==> config.mk <==
export PLATFORM = sky130hd
export DESIGN_NAME = branch_resolve_ctrl
export DESIGN_NICKNAME = d
export VERILOG_FILES = /design/src/rtl/branch_resolve_ctrl.sv
export SDC_FILE = /design/constraint.sdc
export NUM_CORES = 1
export LEC_CHECK = 0
export ABC_AREA = 0
export CAP_MARGIN = 10
export CORE_ASPECT_RATIO = 1.75
export CORE_MARGIN = 10
export CORE_UTILIZATION = 60
export CTS_BUF_LIST = sky130_fd_sc_hd__clkbuf_16
export DETAILED_ROUTE_END_ITERATION = 12
export DONT_BUFFER_PORTS = 1
export PLACE_DENSITY_LB_ADDON = 0.3
export SLEW_MARGIN = 20
export SYNTH_ARGS = -nofsm -noshare
export SYNTH_HDL_FRONTEND = slang
export SYNTH_SLANG_ARGS = --single-unit
==> constraint.sdc <==
create_clock -name clk -period 6.5 [get_ports clk]
set_input_delay 1.3 -clock clk [delete_from_list [all_inputs] [get_ports clk]]
set_output_delay 1.3 -clock clk [all_outputs]
set_load 0.005 [all_outputs]
==> src/rtl/branch_resolve_ctrl.sv <==
// Branch resolve controller: sequences the shared comparator for one branch at a time,
// resolves the outcome and requests a fetch redirect on mispredict. Optional BRANCH_STATS_EN adds counters.
module branch_resolve_ctrl #(
    parameter int VAR_WIDTH = 32
) (
    input  logic                 clk,
    input  logic                 rst,
`ifdef BRANCH_STATS_EN
    output logic [31:0]          stat_branches,
    output logic [31:0]          stat_mispredicts,
`endif
    input  logic                 br_valid,
    output logic                 br_ready,
    input  logic [2:0]           br_func3,
    input  logic [VAR_WIDTH-1:0] br_rs1,
    input  logic [VAR_WIDTH-1:0] br_rs2,
    input  logic [VAR_WIDTH-1:0] br_pc,
    input  logic [VAR_WIDTH-1:0] br_imm,
    input  logic                 br_pred_taken,
    output logic [VAR_WIDTH-1:0] cmp_rs1,
    output logic [VAR_WIDTH-1:0] cmp_rs2,
    output logic [2:0]           cmp_func3,
    input  logic                 cmp_out,
    output logic                 resolve_valid,
    output logic                 resolve_taken,
    output logic                 misalign,
    output logic                 redirect_valid,
    input  logic                 redirect_ready,
    output logic [VAR_WIDTH-1:0] redirect_pc,
    output logic                 flush
);

    typedef enum logic [1:0] {S_IDLE, S_EVAL, S_RESOLVE, S_REDIRECT} state_t;

    state_t state, state_nxt;

    logic [2:0]           func3_q;
    logic [VAR_WIDTH-1:0] rs1_q, rs2_q, pc_q, imm_q;
    logic                 pred_q;
    logic                 taken_q;
    logic [VAR_WIDTH-1:0] target_q, fall_q;
    logic                 mis_w;

    assign mis_w = taken_q && (target_q[1:0] != 2'b00);

    always_ff @(posedge clk) begin
        if (rst) state <= S_IDLE;
        else     state <= state_nxt;
    end

    always_ff @(posedge clk) begin
        if (rst) begin
            func3_q  <= '0;
            rs1_q    <= '0;
            rs2_q    <= '0;
            pc_q     <= '0;
            imm_q    <= '0;
            pred_q   <= 1'b0;
            taken_q  <= 1'b0;
            target_q <= '0;
            fall_q   <= '0;
        end else begin
            if (state == S_IDLE && br_valid) begin
                func3_q <= br_func3;
                rs1_q   <= br_rs1;
                rs2_q   <= br_rs2;
                pc_q    <= br_pc;
                imm_q   <= br_imm;
                pred_q  <= br_pred_taken;
            end
            // Both candidate PCs are computed here so REDIRECT only has to mux.
            if (state == S_EVAL) begin
                taken_q  <= cmp_out;
                target_q <= pc_q + imm_q;
                fall_q   <= pc_q + VAR_WIDTH'(4);
            end
        end
    end

    always_comb begin
        state_nxt      = state;
        br_ready       = 1'b0;
        cmp_rs1        = '0;
        cmp_rs2        = '0;
        cmp_func3      = 3'b000;
        resolve_valid  = 1'b0;
        resolve_taken  = 1'b0;
        misalign       = 1'b0;
        redirect_valid = 1'b0;
        redirect_pc    = '0;
        unique case (state)
            S_IDLE: begin
                br_ready = 1'b1;
                if (br_valid) state_nxt = S_EVAL;
            end
            S_EVAL: begin
                cmp_rs1   = rs1_q;
                cmp_rs2   = rs2_q;
                cmp_func3 = func3_q;
                state_nxt = S_RESOLVE;
            end
            S_RESOLVE: begin
                resolve_valid = 1'b1;
                resolve_taken = taken_q;
                misalign      = mis_w;
                // A misaligned target is handed to trap logic rather than redirected.
                if (!mis_w && (taken_q != pred_q)) state_nxt = S_REDIRECT;
                else                               state_nxt = S_IDLE;
            end
            S_REDIRECT: begin
                redirect_valid = 1'b1;
                redirect_pc    = taken_q ? target_q : fall_q;
                if (redirect_ready) state_nxt = S_IDLE;
            end
            default: state_nxt = S_IDLE;
        endcase
    end

    assign flush = redirect_valid;

`ifdef BRANCH_STATS_EN
    always_ff @(posedge clk) begin
        if (rst) begin
            stat_branches    <= '0;
            stat_mispredicts <= '0;
        end else begin
            if (state == S_RESOLVE) stat_branches <= stat_branches + 32'd1;
            if (state == S_RESOLVE && state_nxt == S_REDIRECT)
                stat_mispredicts <= stat_mispredicts + 32'd1;
        end
    end
`endif

endmodule
; Yosys cells after proc, flatten, opt, wreduce, memory -nomap -nowiden
; Cells that the tools add are included.
[totals]
out_inout_bits = 105
regBits = 199
input_bits = 137
[op_classes]
reduce_logical = 7
n_mux = 14
addsub = 2
n_eq_ne = 6
[ops]
columns = op, n
row1 = two-way mux 32 bit, 4
row2 = adder 32 x 3 -> 32 bit (second input constant), 1
row3 = adder 32 bit, 1
row4 = case mux 2 bit (4 select lines), 1
row5 = two-way mux 2 bit, 3
row6 = two-way mux 1 bit, 5
row7 = equality test 2 bit (second input constant), 2
row8 = != test 2 bit (second input constant), 2
row9 = logical AND 1 bit, 3
row10 = two-way mux 3 bit, 1
row11 = equality test 2 x 1 -> 1 bit (second input constant), 1
row12 = logical NOT 2 bit, 1
row13 = AND reduction 2 bit, 1
row14 = nonzero test 2 bit, 1
row15 = logical NOT 1 bit, 1
row16 = != test 1 bit, 1

; Logic depth before layout (Yosys ltp)
; Gate-level depths: netlist of the first run.
[logic_depth]
ltp_word = 6
mapped_depth = 9
depth_no_buf = 9

; Least setup slack after synthesis of the first run
; Ideal clock, no wire load.
[synth_path]
path_kind = register to output
startpoint = register state[0]
endpoint = output port cmp_func3[0]
n_path_buf = 3
setup_slack_ps = 3796
t_arrival_ps = 1404
t_required_ps = 5200
stages_incl_launch_ff = 6
cell_sequence = dfxtp_1 > nor2b_1 > clkbuf_1 > clkbuf_1 > clkbuf_1 > and2_1
[synth_between]
elab_chain_cells = 2
[synth_lines]
columns = element, line_no
row1 = start: declaration, 35  ; state_t state, state_nxt;
row2 = start signal: assignment, 48  ; else state <= state_nxt;
row3 = equality test 2 x 1 -> 1 bit, 91  ; unique case (state)
row4 = two-way mux 3 bit, 91
row5 = end: declaration, 22  ; output logic [2:0] cmp_func3,
; Every way passes these cells.

; Final worst setup path of the first run
[layout_path]
startpoint = register state[0]
endpoint = output port cmp_rs1[30]
[layout_between]
elab_chain_cells = 2
[layout_lines]
columns = element, line_no
row1 = equality test 2 x 1 -> 1 bit, 91
row2 = two-way mux 32 bit, 91
row3 = end: declaration, 20  ; output logic [VAR_WIDTH-1:0] cmp_rs1,
; Every way passes these cells.

==> flow_metrics.py, run 1 <==
metrics = {
    "hold_path": {
        "hp-class": "reg2reg",
    },
    "grt": {
        "grt_pass1_wl_mm": 44.83,
        "antenna_found_initial": 1,
        "grt_usage": 0.2447,
        "grt_start_max_net_pins": 194,
        "grt_pass1_vias": 8569,
        "grt-ovfl-total": 0,
    },
    "floorplanning": {
        "num_io_pins": 242,
        "dieArea_sq_um": 22430,
        "core_sq_um": 16370,
        "start_util": 0.6107,
        "die_w_um": 117.6,
        "die_h_um": 190.7,
        "rows": 62,
    },
    "clock_tree": {
        "cts_setup_buffers": 0,
        "cts_tree": "built",
        "clkTransAtPathRegs_ns": 0.07,
        "htree_levels": 4,
        "cts_resized": 0,
        "holdBufCountCts": 0,
        "clock-sinks": 199,
        "cts_root_buf": "clkbuf_16",
        "cts_buffers": 17,
        "clk_latency_ns": 0.44,
        "clockBufferDepth": 2,
    },
    "setup_path": {
        "critPathTopFamily": "simple AND/OR/NAND/NOR gates",
        "critPathSlowestCell": "nor2b_4",
        "crit_buf_inv": 1,
        "endpoint_kind": "output port",
        "crit_required_ns": 5.20,
        "max_stage_delay_ns": 0.60,
        "path_class": "reg2out",
        "crit_fanout": 37,
        "cp.arrival_ns": 1.92,
        "start_kind": "register",
        "path_cells": "nor2b_4 > buf_16 > and2_1",
    },
    "sta": {
        "tightest_slew_ns": 0.9736,
        "fin_skew_ns": 0.009997,
        "hold-worst-slack_ns": 0.4488,
        "fin_crit_ns": 3.224,
        "max_freq_mhz": 310.2,
        "maxSlewHeadroom": 0.3485,
        "fin_ws_ns": 3.276,
        "final-max-slew-violation-count": 0,
        "rsz0062_at_grt": "false",
        "setup_tns_ns": 0,
        "finalHoldViolCount": 0,
        "period_share": 0.4960,
        "setup_viol": 0,
    },
    "place": {
        "place.gp.congestion": 0.9792,
        "placed_area_sq_um": 9982,
        "place_ws_ns": 3.369,
        "portBuffers": 0,
        "dp.cells": 1450,
        "dp.final_hpwl_mm": 20.17,
    },
    "synthesis": {
        "synth.avg_cell_area_sq_um": 7.625,
        "synth_top_area_share": 0.3985,
        "synth_flop_cell": "dfxtp_1",
        "ys_seq_elements": 199,
        "async_reset_ff_frac": 0,
        "synthTopCellsByArea": "dfxtp_1 40%, nand2_1 13%, a21oi_1 9.5%",
        "synth_top_area_cell": "dfxtp_1",
        "synth_warnings": 0,
        "yosysSeqAreaShare": 0.3985,
        "syn_inst": 1311,
        "synth.distinct_cells": 63,
        "syn_area_sq_um": 9996,
        "synth_nets": 1481,
        "synth_edf_count": 0,
    },
    "final_layout": {
        "postLayoutCellArea_sq_um": 10560,
        "fin_cells": 1483,
        "multi_input_area_sq_um": 5648,
        "final_cell_mix": "336 x nand2_1, 198 x dfxtp_1, 189 x a21oi_1",
        "layout-drive-gt1-share": 0.03816,
        "fin_util": 0.6453,
        "regArea_sq_um": 3988,
        "nFillCells": 1489,
        "area_growth_pct": 5.670,
        "nNetsFinal": 1416,
        "final_common_cell": "nand2_1",
    },
    "drt": {
        "met1Wirelength_mm": 10.26,
        "first_pass_iters": 5,
        "routedWlPerCell_um": 19.10,
        "routed-wl-met2_mm": 15.05,
        "vias": 8668,
        "avgViaCountPerCell": 5.845,
        "first_iter_violations": 528,
        "maxUsedRoutingLayer": "met4",
        "wl_met3_mm": 2.174,
        "wl_mm": 28.32,
        "drc": 0,
        "ant_nets": 0,
    },
    "power_and_ir_drop": {
        "total_power_mw": 2.727,
        "powerDensity_nw_per_um2": 258.2,
        "power_frac_comb": 0.128,
        "internal_power_mw": 1.988,
        "switching_share": 0.2710,
        "switchingPower_mw": 0.7389,
        "pwr-share-seq": 0.502,
        "power_frac_clock": 0.370,
        "irDropWorstVdd_mv": 0.2610,
        "p_leak_nw": 3.898,
    },
    "run_status": {
        "run_status": "completed",
    },
    "flow_run": {
        "drv_cap": 0,
    },
}
==> metal layers <==
| metal | GRT usage | vias to the layer above |
|---|---|---|
| met2 | 0.4481 | 295 |
| met4 | 0.1012 | 0 |
| li1 | - | 4320 |
| met3 | 0.08094 | 48 |
| met1 | 0.2495 | 4005 |
| met5 | 0 | - |
==> layout make-up <==
class,count,area share
Sequential cell,199,0.3775
Antenna cell,1,0.0002369
Inverter,9,0.003198
Multi-Input combinational cell,1013,0.5347
Timing Repair Buffer,6,0.006160
Clock buffer,17,0.04027
Clock inverter,14,0.01137
Tap cell,224,0.02653
==> kinds of logic after synthesis <==
logic type	after synthesis	share of synthesized area
AND/OR/NAND/NOR	579	0.2544
AO/OA/AOI/OAI	322	0.1930
flip-flops	199	0.3985
buffers and inverters	99	0.03843
XOR/XNOR	45	0.03943
multiplexers	34	0.03417
adder cells (fa/ha/maj)	33	0.04206
==> power by group through the flow <==
stage | sequential, mW | clock, mW | combinational (mW)
after floorplan | 1.37 | 0 | 0.303
after global placement | 1.39 | 0 | 0.337
after detailed placement | 1.40 | 0 | 0.345
after CTS | 1.37 | 1.02 | 0.348
after global routing | 1.38 | 1.07 | 0.397
final | 1.37 | 1.01 | 0.350
==> worst reg2reg max path, cell delays in order (launching register included) <==
cell and delay, ns:
dfxtp_1 0.33, ha_1 0.23, fa_1 0.45, a211oi_2 0.28, o21ai_0 0.14, a21oi_1 0.33, o21ai_0 0.29, a2111oi_0 0.58
nand4b_1 0.23, a21oi_1 0.09
==> flip-flops by register name (all words and copies together), names as in the netlist <==
signal    cells
fall_q       32
imm_q        32
pc_q         32
rs1_q        32
rs2_q        32
target_q     32
func3_q       3
state         2
pred_q        1
taken_q       1
==> cells in the mapped netlist, drive strengths merged (22+ instances only) <==
cell,number
a211oi,38
a21oi,190
and2,71
clkbuf,80
dfxtp,199
ha,32
mux2i,33
nand2,337
nor2,98
o21ai,26
xnor2,23
xor2,22
==> worst paths after layout <==
kind	from	end	slack [ns]	cells past startpoint
max reg2reg	pc_q[0]	target_q[22]	3.43	9
min reg2reg	target_q[15]	target_q[15]	0.45	2
min	target_q[15]	target_q[15]	0.45	2
max	state[0]	cmp_rs1[30]	3.28	3
Note: power is estimated with default switching activity, not from simulation.
==> inputs of run 2 (changes only) <==
--- a/config.mk
+++ b/config.mk
@@ -9,7 +9,7 @@
 export CAP_MARGIN = 10
 export CORE_ASPECT_RATIO = 1.75
 export CORE_MARGIN = 10
-export CORE_UTILIZATION = 60
+export CORE_UTILIZATION = 58
 export CTS_BUF_LIST = sky130_fd_sc_hd__clkbuf_16
 export DETAILED_ROUTE_END_ITERATION = 12
 export DONT_BUFFER_PORTS = 1
==> constraint.sdc (replaced) <==
create_clock -name clk -period 2.9 [get_ports clk]
set_input_delay 0.58 -clock clk [delete_from_list [all_inputs] [get_ports clk]]
set_output_delay 0.58 -clock clk [all_outputs]
set_load 0.005 [all_outputs]
==> run 2 against run 1 <==
  * Worst hold slack worse by 0.24 ns
  * Worst setup slack worse by 3.2 ns
  * Core utilization is 1.4 points lower
  * Sequential power is 120% higher
  * Critical path depth is 6 higher
  * Combinational power is 140% higher
  * Largest cell class unchanged
  * Largest power group unchanged
==> flow_metrics.py, run 2 (synthesis gave the netlist of run 1 again) <==
metrics = {
    "run_status": {
        "run_status": "completed",
    },
    "final_layout": {
        "area_growth_pct": 7.073,
        "nNetsFinal": 1429,
        "antenna_cells": 0,
        "final_cell_mix": "336 x nand2_1, 198 x dfxtp_1, 188 x a21oi_1",
        "layout-drive-gt1-share": 0.05035,
        "final_common_cell": "nand2_1",
    },
    "drt": {
        "drc": 0,
        "wl_mm": 28.63,
        "first_iter_violations": 547,
        "routedWlPerCell_um": 19.11,
        "ant_nets": 0,
        "vias": 8722,
        "first_pass_iters": 5,
        "avgViaCountPerCell": 5.822,
    },
    "power_and_ir_drop": {
        "p_leak_nw": 3.980,
        "powerDensity_nw_per_um2": 581.1,
        "irDropWorstVdd_mv": 0.5251,
        "total_power_mw": 6.219,
    },
    "sta": {
        "tightest_slew_ns": 1.032,
        "period_share": 0.9574,
        "final-max-slew-violation-count": 0,
        "setup_tns_ns": 0,
        "maxSlewHeadroom": 0.3092,
        "fin_skew_ns": 0.006599,
        "finalHoldViolCount": 0,
        "hold-worst-slack_ns": 0.2128,
        "setup_viol": 0,
        "fin_crit_ns": 2.776,
        "rsz0062_at_grt": "false",
        "max_freq_mhz": 360.2,
    },
    "hold_path": {
        "whs_endpoint": "pc_q[19]",
        "hold_depth": 1,
        "hp-class": "in2reg",
        "hold_start": "rst",
    },
    "grt": {
        "antenna_found_initial": 0,
        "grt_usage": 0.2397,
        "grt_start_max_net_pins": 194,
        "grt_pass1_vias": 8631,
        "grt_pass1_wl_mm": 44.82,
        "grt-ovfl-total": 0,
    },
    "flow_run": {
        "drv_cap": 0,
    },
    "setup_path": {
        "cp.arrival_ns": 3.11,
        "critPathSlowestCell": "fa_2",
        "crit_required_ns": 3.23,
        "endpoint_kind": "register",
        "reg2reg_from": "pc_q[0]",
        "path_cells": "ha_1 > fa_2 > a211oi_2 > nor2_1 > o31a_1 > a21o_1 > o21a_1 > or3_1 > a32o_1",
        "crit_fanout": 4,
        "reg2reg_depth": 9,
        "max_stage_delay_ns": 0.39,
        "start_kind": "register",
        "path_class": "reg2reg",
        "regToRegSetupSlack_ns": 0.12,
        "reg2reg_to": "target_q[24]",
    },
    "clock_tree": {
        "cts_tree": "built",
        "clkTransAtPathRegs_ns": 0.07,
        "htree_levels": 4,
        "holdBufCountCts": 0,
        "cts_setup_buffers": 0,
        "cts_buffers": 17,
        "clockBufferDepth": 2,
        "clock-sinks": 199,
        "clk_latency_ns": 0.44,
        "cts_root_buf": "clkbuf_16",
    },
    "place": {
        "dp.final_hpwl_mm": 20.96,
        "portBuffers": 0,
        "place.gp.congestion": 0.9396,
    },
    "floorplanning": {
        "num_io_pins": 242,
        "core_sq_um": 16950,
        "rows": 63,
        "dieArea_sq_um": 23090,
        "start_util": 0.5898,
        "die_w_um": 119.2,
        "die_h_um": 193.7,
    },
}
-- run 2: cell types whose count changed in the layout (fill, tap and decap cells not counted), sizes merged --
cell,change
clkinv,+4
bufinv,+1
buf,+13
inv,-3
diode,-1
clkinvlp,-2
-- run 2: how the worst max path moves through the flow --
stage / startpoint / endpoint / slack [ns] / cells after the start
2_1_floorplan: pc_q[0] / target_q[24] / 0.29 / 9
3_3_place_gp: pc_q[0] / target_q[24] / 0.12 / 9
3_5_place_dp: pc_q[0] / target_q[24] / 0.09 / 9
4_1_cts: pc_q[0] / target_q[24] / 0.05 / 9
5_1_grt: pc_q[0] / target_q[24] / 0.04 / 9
6_report: pc_q[0] / target_q[24] / 0.12 / 9
-- run 2: layer usage --
layer | track usage | up-vias | part of all wire
li1 | - | 4337 | -
met1 | 0.2373 | 4028 | 0.35
met2 | 0.4320 | 293 | 0.53
met3 | 0.08484 | 64 | 0.085
met4 | 0.1105 | 0 | 0.038
met5 | 0 | - | 0
-- run 2: power breakdown --
part           switching (mW)  internal, mW  leakage [nW]
combinational           0.509         0.314          2.06
sequential              0.134          2.92          1.63
clock                    1.01          1.33         0.291
-- run 2: repair_timing --
action,4_1_cts,5_1_grt
setup endpoints to repair,0,4
gates resized for setup,0,2
endpoints found under the hold margin,0,0
-- run 2: area by class of cell --
class	instances	area (sq um)
clock inverters	14	142.6
repair buffers	19	180.2
inverters	9	33.78
clock buffers	17	425.4
multi-input cells	1013	5652
fillers	1543	6245
well taps	227	284.0
flip-flops and latches	199	3985
-- run 2: through the flow --
stage | utilization | std cells | area [sq um] | setup slack [ns]
CTS | 0.6312 | 1498 | 10700 | 0.05077
detailed placement | 0.5976 | 1467 | 10130 | 0.08559
finish | 0.6315 | 1498 | 10700 | 0.1236
global route | 0.6315 | 1498 | 10700 | 0.04377
global placement | 0.5976 | 1467 | 10130 | 0.1241
floorplan | - | 1311 | 9996 | 0.2874
-- run 2: critical path: cells and delay by family (launching register included) --
kind / cells / cell delay [ns]
flops: 1 / 0.32
fa+ha+maj: 2 / 0.63
simple gates: 2 / 0.42
compound gates: 5 / 1.31
==> inputs of run 3 (changes only) <==
--- a/config.mk
+++ b/config.mk
@@ -9,7 +9,7 @@
 export CAP_MARGIN = 10
 export CORE_ASPECT_RATIO = 1.75
 export CORE_MARGIN = 10
-export CORE_UTILIZATION = 58
+export CORE_UTILIZATION = 60
 export CTS_BUF_LIST = sky130_fd_sc_hd__clkbuf_16
 export DETAILED_ROUTE_END_ITERATION = 12
 export DONT_BUFFER_PORTS = 1
==> constraint.sdc (replaced) <==
create_clock -name clk -period 3.1 [get_ports clk]
set_input_delay 0.62 -clock clk [delete_from_list [all_inputs] [get_ports clk]]
set_output_delay 0.62 -clock clk [all_outputs]
set_load 0.005 [all_outputs]
==> run 3 against run 2 <==
  * Via count shrank 0.58%
  * Count of clock-buffer cells in the layout stayed put
  * Sequential share of layout area up 0.35 points
  * Total power is 8.9% lower
  * Clock power down 12%
  * Clock skew up 0.011 ns
  * Core utilization increased by 1.6 points
  * Combinational power shrank 8.4%
  * Worst setup slack better by 0.11 ns
  * Largest cell class unchanged
==> flow_metrics.py, run 3 (synthesis gave the netlist of run 1 again) <==
metrics = {
    "power_and_ir_drop": {
        "irDropWorstVdd_mv": 0.4121,
        "switchingPower_mw": 1.568,
        "switching_share": 0.2769,
        "power_frac_clock": 0.362,
        "internal_power_mw": 4.097,
        "total_power_mw": 5.665,
        "pwr-share-seq": 0.505,
        "power_frac_comb": 0.133,
        "p_leak_nw": 3.924,
        "powerDensity_nw_per_um2": 534.3,
    },
    "setup_path": {
        "regToRegSetupSlack_ns": 0.24,
        "endpoint_kind": "register",
        "path_cells": "ha_1 > fa_1 > a211oi_2 > o21ai_0 > a21oi_1 > a2bb2oi_1 > a21oi_1 > or3_1 > a32o_1",
        "cpMostUsedCell": "a21oi_1",
        "critPathSlowestCell": "fa_1",
        "crit_buf_inv": 0,
        "crit_fanout": 3,
        "start_kind": "register",
        "crit_required_ns": 3.45,
        "max_stage_delay_ns": 0.45,
        "cp.arrival_ns": 3.21,
        "path_class": "reg2reg",
        "critPathTopFamily": "compound AO/OA/AOI/OAI gates",
    },
    "drt": {
        "vias": 8671,
        "first_iter_violations": 519,
        "drc": 0,
        "avgViaCountPerCell": 5.819,
        "ant_nets": 0,
        "first_pass_iters": 5,
        "wl_mm": 28.50,
        "routedWlPerCell_um": 19.13,
    },
    "final_layout": {
        "final_common_cell": "nand2_1",
        "regArea_sq_um": 3985,
        "final_cell_mix": "336 x nand2_1, 198 x dfxtp_1, 189 x a21oi_1",
        "nNetsFinal": 1423,
        "fin_util": 0.6478,
        "layout-drive-gt1-share": 0.04348,
        "multi_input_area_sq_um": 5645,
        "area_growth_pct": 6.083,
        "nFillCells": 1472,
        "fin_cells": 1490,
    },
    "flow_run": {
        "drv_cap": 0,
    },
    "floorplanning": {
        "rows": 62,
        "core_sq_um": 16370,
        "dieArea_sq_um": 22430,
        "num_io_pins": 242,
        "start_util": 0.6107,
        "die_w_um": 117.6,
        "die_h_um": 190.7,
    },
    "sta": {
        "setup_tns_ns": 0,
        "fin_skew_ns": 0.01732,
        "final-max-slew-violation-count": 0,
        "period_share": 0.9241,
        "tightest_slew_ns": 0.9576,
        "setup_viol": 0,
        "max_freq_mhz": 349.1,
        "finalHoldViolCount": 0,
        "rsz0062_at_grt": "false",
        "maxSlewHeadroom": 0.3592,
        "fin_crit_ns": 2.865,
    },
    "grt": {
        "antenna_found_initial": 1,
        "grt_start_max_net_pins": 194,
        "grt_usage": 0.2442,
        "grt_pass1_vias": 8688,
        "grt-ovfl-total": 0,
        "grt_pass1_wl_mm": 44.30,
    },
    "clock_tree": {
        "clk_latency_ns": 0.45,
        "cts_buffers": 17,
        "cts_tree": "built",
        "cts_resized": 0,
        "clockBufferDepth": 2,
        "holdBufCountCts": 0,
        "cts_root_buf": "clkbuf_16",
        "cts_setup_buffers": 0,
        "clkTransAtPathRegs_ns": 0.07,
        "clock-sinks": 199,
        "htree_levels": 4,
    },
    "place": {
        "portBuffers": 0,
        "dp.cells": 1458,
        "place.gp.congestion": 0.9585,
        "dp.final_hpwl_mm": 20.69,
    },
    "run_status": {
        "run_status": "completed",
    },
    "hold_path": {
        "hp-class": "in2reg",
    },
}
run 3: cell types whose count changed in the layout (fill, tap and decap cells not counted), sizes merged:
cell	before	now
diode	0	1
inv	11	12
bufinv	3	1
buf	19	13
clkinv	9	8
clkinvlp	0	2
run 3: worst reg2reg max path, cell delays in order, from the launching register on:
cell and delay [ns]:
dfxtp_1 0.33, ha_1 0.24, fa_1 0.45, a211oi_2 0.27, o21ai_0 0.14, a21oi_1 0.29, a2bb2oi_1 0.32, a21oi_1 0.12
or3_1 0.36, a32o_1 0.24
run 3: metal layers:
layer  track usage  share of wire  up-vias
met4        0.1318          0.040        0
met1        0.2423           0.36     3992
met2        0.4433           0.53      277
met3       0.07797          0.073       67
li1              -              -     4335
met5             0              0        -
run 3: through the flow:
step	worst slack, ns	hold slack (ns)	cell area (sq um)
5_1_grt	0.06310	0.2385	10600
2_1_floorplan	0.4874	0.4315	9996
3_3_place_gp	0.3037	0.4314	10080
3_5_place_dp	0.2812	0.4370	10080
6_report	0.2354	0.2472	10600
4_1_cts	0.2458	0.2430	10600
run 3: path summary, 6_finish.rpt:
path,startpoint,to,cells after the start
worst min-delay path,rst,pc_q[26],1
worst min register to register,rs2_q[13],rs2_q[13],2
worst max register to register,pc_q[0],target_q[30],9
worst max-delay path,pc_q[0],target_q[30],9
run 3: power by group through the flow:
stage	registers, mW	clock network, mW	logic, mW
2_1_floorplan	2.87	0	0.636
3_3_place_gp	2.91	0	0.739
3_5_place_dp	2.92	0	0.755
4_1_cts	2.86	2.07	0.758
5_1_grt	2.88	2.16	0.857
6_report	2.86	2.05	0.754
run 3: final cells by class:
cell class	instances	share of cell area
antenna	1	0.0002360
clock buffer	17	0.04012
clock inverter	14	0.009086
inverter	9	0.003186
multi-input combinational	1013	0.5324
sequential	199	0.3758
tap	224	0.02643
timing repair buffer	13	0.01274
